## src/rtl/arbitro_rr_2x1_pkg.sv

```systemverilog
// Shared types and constants for the two-lane weighted round-robin arbiter.
package arbitro_rr_2x1_pkg;

   localparam int CNT_W = 4;

   typedef enum logic [1:0] {
      IDLE   = 2'd0,
      SERVE0 = 2'd1,
      SERVE1 = 2'd2
   } estado_t;

   localparam logic [1:0] GRANT_NONE = 2'b00;
   localparam logic [1:0] GRANT_L0   = 2'b01;
   localparam logic [1:0] GRANT_L1   = 2'b10;

   // One-hot grant seen by the outside world for a given FSM state.
   function automatic logic [1:0] grant_de(estado_t e);
      case (e)
         SERVE0:  return GRANT_L0;
         SERVE1:  return GRANT_L1;
         default: return GRANT_NONE;
      endcase
   endfunction

endpackage

```

## src/rtl/arbitro_rr_2x1_if.sv

```systemverilog
// Request lanes, output channel and grant of the 2:1 arbiter.
// master = the side that owns the lanes and the downstream sink, slave = arbiter.
interface arbitro_rr_2x1_if;
   logic [7:0] In0;
   logic       valid0;
   logic       ready0;
   logic [7:0] In1;
   logic       valid1;
   logic       ready1;
   logic [7:0] data_out;
   logic       outValid;
   logic       out_ready;
   logic [1:0] grant;

   modport master (
      output In0, valid0, In1, valid1, out_ready,
      input  ready0, ready1, data_out, outValid, grant
   );

   modport slave (
      input  In0, valid0, In1, valid1, out_ready,
      output ready0, ready1, data_out, outValid, grant
   );
endinterface

```

## src/rtl/arbitro_rr_2x1_registro_salida_rv.sv

```systemverilog
// 8-bit ready/valid output register: loads on accept, drains when downstream takes it.
// data_out keeps its last value after draining; only the valid flag drops.
module registro_salida_rv (
   input  logic       clk,
   input  logic       reset,
   input  logic       load,
   input  logic [7:0] din,
   input  logic       out_ready,
   output logic [7:0] dout,
   output logic       out_valid
);

   // Load wins over drain so a word can leave and the next one enter on the same edge.
   always_ff @(posedge clk or posedge reset) begin
      if (reset) begin
         dout      <= 8'h00;
         out_valid <= 1'b0;
      end else if (load) begin
         dout      <= din;
         out_valid <= 1'b1;
      end else if (out_ready) begin
         out_valid <= 1'b0;
      end
   end

endmodule

```

## src/rtl/arbitro_rr_2x1.sv

```systemverilog
// Two-lane weighted round-robin arbiter with bounded bursts in front of the lane mux.
//
// state  | meaning
// IDLE   | no lane granted, waiting for a valid
// SERVE0 | lane 0 granted, words accepted while output has space
// SERVE1 | lane 1 granted, words accepted while output has space
import arbitro_rr_2x1_pkg::*;

module arbitro_rr_2x1 #(
   parameter int BURST_MAX = 4
) (
   input logic            clk,
   input logic            reset,
   arbitro_rr_2x1_if.slave bus
);

   localparam logic [CNT_W-1:0] CNT_END = CNT_W'(BURST_MAX - 1);

   estado_t          state, state_nxt;
   logic             last, last_nxt;
   logic [CNT_W-1:0] cnt, cnt_nxt;
   logic [1:0]       grant_q;
   logic             space;
   logic             accept0, accept1, load;
   logic             own_v, oth_v;
   estado_t          oth_s;
   logic [7:0]       din;

   assign space      = !bus.outValid | bus.out_ready;
   assign bus.ready0 = (state == SERVE0) & space;
   assign bus.ready1 = (state == SERVE1) & space;
   assign accept0    = bus.ready0 & bus.valid0;
   assign accept1    = bus.ready1 & bus.valid1;
   assign load       = accept0 | accept1;
   assign din        = accept1 ? bus.In1 : bus.In0;
   assign bus.grant  = grant_q;

   // Lane-relative view of the current grant so both SERVE states share one rule set.
   assign own_v = (state == SERVE1) ? bus.valid1 : bus.valid0;
   assign oth_v = (state == SERVE1) ? bus.valid0 : bus.valid1;
   assign oth_s = (state == SERVE1) ? SERVE0 : SERVE1;

   // Next-state, burst counter and last-served pointer.
   always_comb begin
      state_nxt = state;
      cnt_nxt   = cnt;
      last_nxt  = last;
      if (load) last_nxt = accept1;
      case (state)
         IDLE: begin
            cnt_nxt = '0;
            if (bus.valid0 && bus.valid1) state_nxt = last ? SERVE0 : SERVE1;
            else if (bus.valid0)          state_nxt = SERVE0;
            else if (bus.valid1)          state_nxt = SERVE1;
         end
         SERVE0, SERVE1: begin
            if (!own_v) begin
               cnt_nxt   = '0;
               state_nxt = oth_v ? oth_s : IDLE;
            end else if (load) begin
               if (cnt == CNT_END) begin
                  // Burst over: hand off only if the other lane is waiting, else start a new burst.
                  cnt_nxt = '0;
                  if (oth_v) state_nxt = oth_s;
               end else begin
                  cnt_nxt = cnt + 1'b1;
               end
            end
         end
         default: begin
            cnt_nxt   = '0;
            state_nxt = IDLE;
         end
      endcase
   end

   // FSM registers; grant is registered from the next state so it mirrors state exactly.
   always_ff @(posedge clk or posedge reset) begin
      if (reset) begin
         state   <= IDLE;
         last    <= 1'b1;
         cnt     <= '0;
         grant_q <= GRANT_NONE;
      end else begin
         state   <= state_nxt;
         last    <= last_nxt;
         cnt     <= cnt_nxt;
         grant_q <= grant_de(state_nxt);
      end
   end

   registro_salida_rv u_registro_salida_rv (
      .clk       (clk),
      .reset     (reset),
      .load      (load),
      .din       (din),
      .out_ready (bus.out_ready),
      .dout      (bus.data_out),
      .out_valid (bus.outValid)
   );

endmodule
```

## src/flat_wrapper.sv

```systemverilog
// flat-port wrapper written by rule: the top's interface ports become plain ports
module arbitro_rr_2x1_flat 
#(
   parameter int BURST_MAX = 4
)
  (clk, reset, bus_In0, bus_valid0, bus_In1, bus_valid1, bus_out_ready, bus_ready0, bus_ready1, bus_data_out, bus_outValid, bus_grant);
  arbitro_rr_2x1_if bus_i ();
  input logic clk;
  input logic reset;
  input wire logic [$bits(bus_i.In0)-1:0] bus_In0;
  input wire logic [$bits(bus_i.valid0)-1:0] bus_valid0;
  input wire logic [$bits(bus_i.In1)-1:0] bus_In1;
  input wire logic [$bits(bus_i.valid1)-1:0] bus_valid1;
  input wire logic [$bits(bus_i.out_ready)-1:0] bus_out_ready;
  output wire logic [$bits(bus_i.ready0)-1:0] bus_ready0;
  output wire logic [$bits(bus_i.ready1)-1:0] bus_ready1;
  output wire logic [$bits(bus_i.data_out)-1:0] bus_data_out;
  output wire logic [$bits(bus_i.outValid)-1:0] bus_outValid;
  output wire logic [$bits(bus_i.grant)-1:0] bus_grant;
  assign bus_i.In0 = bus_In0;
  assign bus_i.valid0 = bus_valid0;
  assign bus_i.In1 = bus_In1;
  assign bus_i.valid1 = bus_valid1;
  assign bus_i.out_ready = bus_out_ready;
  assign bus_ready0 = bus_i.ready0;
  assign bus_ready1 = bus_i.ready1;
  assign bus_data_out = bus_i.data_out;
  assign bus_outValid = bus_i.outValid;
  assign bus_grant = bus_i.grant;
  arbitro_rr_2x1 #(.BURST_MAX(BURST_MAX)) u_core (.clk(clk), .reset(reset), .bus(bus_i));
endmodule
```

## config.mk

```make
export PLATFORM = sky130hd
export DESIGN_NAME = arbitro_rr_2x1_flat
export DESIGN_NICKNAME = d
export VERILOG_FILES = /design/src/rtl/arbitro_rr_2x1_pkg.sv /design/src/rtl/arbitro_rr_2x1_if.sv /design/src/rtl/arbitro_rr_2x1_registro_salida_rv.sv /design/src/rtl/arbitro_rr_2x1.sv /design/src/flat_wrapper.sv
export SDC_FILE = /design/constraint.sdc
export NUM_CORES = 1
export LEC_CHECK = 0
export CAP_MARGIN = 30
export CORE_MARGIN = 2
export CORE_UTILIZATION = 35
export CTS_BUF_LIST = sky130_fd_sc_hd__clkbuf_16
export DETAILED_ROUTE_END_ITERATION = 16
export PLACE_DENSITY = 0.62
export SETUP_SLACK_MARGIN = 0.02
export SYNTH_ARGS = -nofsm -noshare
export SYNTH_HDL_FRONTEND = slang
export SYNTH_SLANG_ARGS = --single-unit
```

## constraint.sdc

```tcl
create_clock -name clk -period 2.2 [get_ports clk]
set_input_delay 0.55 -clock clk [delete_from_list [all_inputs] [get_ports clk]]
set_output_delay 0.55 -clock clk [all_outputs]
set_load 0.02 [all_outputs]
```

---- Yosys cells after proc, flatten, opt, wreduce, memory -nomap -nowiden ----
Index checks and enable logic that the tools add are counted.
storage, ports and cells
  output and inout port bits .............. 13
  logic and storage cells ................. 45
  register bits after elaboration ......... 18
cells by class
  add/subtract/negate cells ............... 1
  mux-type cells .......................... 21
  bitwise operators ....................... 6
  reduce and logical (&&, ||, !) cells .... 5
  equality and inequality tests ........... 6
operator list
  kind                                                             number
  2-bit 2-to-1 mux                                                 10
  4-bit 2-to-1 mux                                                 4
  8-bit 2-to-1 mux                                                 1
  2-bit one-hot mux with 2 select lines                            2
  4-bit by 1-bit adder with 4-bit output, second input constant    1
  1-bit AND                                                        4
  2-bit by 1-bit == test with 1-bit output, second input constant  2
  2-bit == test, second input constant                             2
  4-bit by 2-bit == test with 1-bit output, second input constant  1
  1-bit 2-to-1 mux                                                 4
  3-bit by 2-bit != test with 1-bit output, second input constant  1
  2-bit zero test                                                  1
  1-bit OR                                                         2
  2-bit nonzero test                                               1
  2-bit OR reduction                                               1
  1-bit logical AND                                                1
  1-bit zero test                                                  1

---- Longest topological paths before layout ----
  depth in word-level cells ............... 10
  gate-level depth with buffers ........... 9

---- Modules after synthesis ----
Synthesis repeated with hierarchy kept, for this count alone.
second synthesis, totals
  cells, all modules ...................... 102
  area total of the unflattened synthesis .. 1136.1 um2
modules (own cells, without submodules)
  module              area an instance (um2)  cells an instance  instances
  arbitro_rr_2x1      763.2                   81                 1
  registro_salida_rv  372.9                   21                 1

---- Worst setup path after synthesis ----
No wires, ideal clock.
  kind .................................... reg2reg
  from .................................... register u_core.state[0]
  to ...................................... register u_core.grant_q[0] (netlist: u_core.bus.grant[0])
  stages on the path, launching flop included .. 9
  arrival ................................. 1669 ps
  slack ................................... 404 ps
  buffers on the path ..................... 1
  clock period less this slack ............ 1796 ps
  data required time ...................... 2072 ps
  cell sequence ........................... dfrtp_1 -> inv_1 -> ha_1 -> buf_6 -> mux2_4 -> nand4_2 -> a211oi_1 -> a211o_2 -> nor3b_1
on the way
  longest elaborated chain between the ends .. 9
RTL lines
  element                                                                    RTL line                                    RTL
  start, declared                                                            arbitro_rr_2x1.sv:19                        estado_t state, state_nxt;
  start signal, assigned                                                     arbitro_rr_2x1.sv:85                        state <= state_nxt;
  2-bit == test or 2-bit by 1-bit == test with 1-bit output (tied branches)  n/a
  2-bit 2-to-1 mux, or another cell as far along                             arbitro_rr_2x1.sv:41                        assign oth_s = (state == SERVE1) ? SERVE0 : SERVE1;
  2-bit 2-to-1 mux, or another cell as far along                             arbitro_rr_2x1.sv:64                        if (oth_v) state_nxt = oth_s;
  2-bit 2-to-1 mux or 1-bit OR (tied branches)                               arbitro_rr_2x1.sv:61, arbitro_rr_2x1.sv:34
  2-bit 2-to-1 mux                                                           arbitro_rr_2x1.sv:60                        end else if (load) begin
  2-bit 2-to-1 mux                                                           arbitro_rr_2x1.sv:57                        if (!own_v) begin
  2-bit one-hot mux with 2 select lines (*)                                  arbitro_rr_2x1.sv:49                        case (state)
  2-bit == test or 2-bit by 1-bit == test with 1-bit output (tied branches)  arbitro_rr_2x1_pkg.sv:18                    case (e)
  2-bit one-hot mux with 2 select lines (*)                                  arbitro_rr_2x1_pkg.sv:18
  end signal, assigned                                                       arbitro_rr_2x1.sv:88                        grant_q <= grant_de(state_nxt);
  end, declared                                                              arbitro_rr_2x1.sv:22                        logic [1:0] grant_q;
Mark *: on every way between the ends. The rest lies on a longest branch, timed or not.
A chain may end at the register's enable or synchronous reset.

---- Worst setup path after layout ----
  from .................................... input bus_out_ready
  to ...................................... output bus_ready0
on the way
  longest elaborated chain between the ends .. 2
RTL lines
  element          RTL line              RTL
  start, declared  flat_wrapper.sv:14    input wire logic [$bits(bus_i.out_ready)-1:0] bus_out_ready;
  1-bit OR         arbitro_rr_2x1.sv:29  assign space = !bus.outValid | bus.out_ready;
  1-bit AND        arbitro_rr_2x1.sv:30  assign bus.ready0 = (state == SERVE0) & space;
  end, declared    flat_wrapper.sv:15    output wire logic [$bits(bus_i.ready0)-1:0] bus_ready0;
Every way passes these cells.

==> results.tsv <==
metric	value	unit
clk_pin_slew	50	ps
die_h	58.9	um
period_share	0.927	
vias	919	
vias_per_cell	5.08	
place_ws	-270	ps
outcome	finished, violations left	
dp_hpwl	1.88	mm
endpoint_kind	output pin	
placementRows	19	
tightest_slew	300	ps
fin_util	0.548	
netSwitchingFraction	0.374	
hold_viol_final	0	
cts_sinks	18	
fin_nets	177	
netlist.area_leader.share	0.403	
coreArea	2810	um^2
grt_max_degree	19	
max-slew-margin-rel	0.799	
routed_wl	2.34	mm
synth_ff_type	dfrtp_1	
drive_gt1_frac	0.180	
critPathKind	in -> out	
synthArstFlopShare	1.00	
leakage	0.000694	uW
io_buffers	33	
seq_power_share	0.292	
post_drt_wl_per_cell	12.9	um
ys_ff_latch	18	
drtIter0Drc	22	
cts_tree	done	
worstPathArrival	1490	ps
syn-instance-count	108	
max-vdd-ir-drop	0.000559	V
cp_data_required_time	1650	ps
path_max_fanout	3	
antenna_left	0	
io_pins	34	
combPwrFrac	0.513	
hp-class	reg -> reg	
yosys_warnings	0	
violations	DRC	
antenna_found_initial	0	
synth_enable_flop_cells	0	
post-route-min-period	2040	ps
netlist_area	1050	um^2
gp_congestion	0.798	
dr.pass1.iters	10	
start_kind	input port	
finalHoldWorstSlack	478	ps
die_w	58.9	um
fin_ws	161	ps
antenna_cells	0	
drc	1	
yosysTopAreaCell	dfrtp_1	
finClkSkew	2.08	ps
clk_latency	250	ps
die-area	3470	um^2
final_cells	181	
final_max_slew_viol_count	0	
htree_levels	1	
power_density	1200	nW/um^2
setup-tns-final	0	ps
grt_overflow	0	
syn_to_final_growth	45.7	%
placed_cells	177	
seq_area_frac_synth	0.428	
nFillCells	270	
rsz0062_at_grt	no	
pwr-share-clk	0.195	
synth_cell_type_count	34	
fmax	490	MHz
avgSynthCellArea	9.77	um^2
setup_viol	0	
root_buffer	clkbuf_16	
grt_pass1_wl	4.08	mm
clk_path_buf_depth	2	
p_sw	692	uW
track_usage	0.155	
cap_violations	0	
initial_core_util	0.376	
cts-buffers-inserted	3	
ys_top_cells_by_area	dfrtp_1 (40%), mux2i_1 (8.5%), ha_1 (5.9%), nand2_1 (5.7%), o21ai_0 (5.2%)	
grt_pass1_vias	916	
internal_power	1160	uW
synth_fp_nets	134	
sequential cells by signal, indices dropped and copies added (netlist names):
register	count
u_core.bus.grant	2
u_core.cnt	4
u_core.last	1
u_core.state	2
u_core.u_registro_salida_rv.dout	8
u_core.u_registro_salida_rv.out_valid	1
power by group through the flow:
stage | Combinational (uW) | Sequential (uW) | Clock [uW]
final | 949 | 539 | 361
after global routing | 1050 | 558 | 386
after CTS | 957 | 539 | 367
after detailed placement | 961 | 542 | 0
after global placement | 948 | 537 | 0
after floorplan | 474 | 641 | 0
synth_stat cells, types with 2 or more instances:
cell,count
nor3b_2,3
a21oi_1,4
and2_1,3
nor3_1,2
nand3_1,2
o21ai_0,11
clkbuf_1,2
nor2_1,6
nand2_1,16
nor2b_1,2
dfrtp_1,17
mux2i_1,9
ha_1,5
inv_1,6
area by class of cell:
cell class / instances / area [um^2] / area share
Multi-Input combinational cell: 79 / 549 / 0.357
Sequential cell: 18 / 452 / 0.294
Timing Repair Buffer: 43 / 395 / 0.257
Clock buffer: 3 / 75.1 / 0.0489
Tap cell: 31 / 38.8 / 0.0252
Inverter: 6 / 22.5 / 0.0147
Clock inverter: 1 / 3.75 / 0.00244
cells by family (layout without fill, tap and decap cells):
group	count (synthesis)	after routing	synth area share
DFF	18	18	0.428
AOI/OAI and AO/OA	23	23	0.138
muxes	11	11	0.110
xor gates and xnor gates	1	1	0.00831
and+or+nand+nor	39	39	0.199
adders and majority gates	5	5	0.0593
buffers and inverters	11	53	0.0569
layer usage:
layer	track usage	wire (um)
met3	0.0462	88
met4	0.0195	0
met5	0	0
met1	0.208	1050
met2	0.256	1200
final timing paths:
check,startpoint,end,slack (ps),cells after the start
worst min register to register,u_core.u_registro_salida_rv.dout[5]$_DFFE_PP0N_,u_core.u_registro_salida_rv.dout[5]$_DFFE_PP0N_,480,2
worst max register to register,u_core.state[0]$_DFF_PP0_,u_core.bus.grant[0]$_DFF_PP0_,170,8
worst min-delay path,u_core.u_registro_salida_rv.dout[5]$_DFFE_PP0N_,u_core.u_registro_salida_rv.dout[5]$_DFFE_PP0N_,480,2
min in group asynchronous,reset,u_core.u_registro_salida_rv.dout[7]$_DFFE_PP0N_,630,3
worst max-delay path,bus_out_ready,bus_ready0,160,4
max in group asynchronous,reset,u_core.last$_DFFE_PP1N_,1310,3
repair_timing:
action	4_1_cts	5_1_grt
endpoints found under the setup margin	2	3
setup buffers	0	0
gates resized for setup	4	5
hold buffers	0	0
critical path, cell delays in order:
cell,delay (ps)
clkdlybuf4s50_1,450
nand2b_1,150
and2_1,170
buf_2,170
stage by stage:
stage	power [uW]	cell area [um^2]
after floorplan	1110	1050
after global placement	1490	1460
after detailed placement	1500	1460
after CTS	1860	1540
after global routing	1990	1540
final	1850	1540
cells in the final DEF (no fill, tap or decap), drive strengths merged, types with 3 or more instances in the layout:
master | synthesis | routed
ha | 5 | 5
o21ai | 11 | 11
clkbuf | 3 | 4
nor3b | 4 | 4
nor2 | 6 | 6
and2 | 3 | 3
a21oi | 4 | 4
nand2 | 17 | 17
mux2i | 9 | 9
inv | 6 | 6
clkdlybuf4s50 | 0 | 31
buf | 2 | 11
dfrtp | 17 | 17
Note: power is estimated with default switching activity, not from simulation.
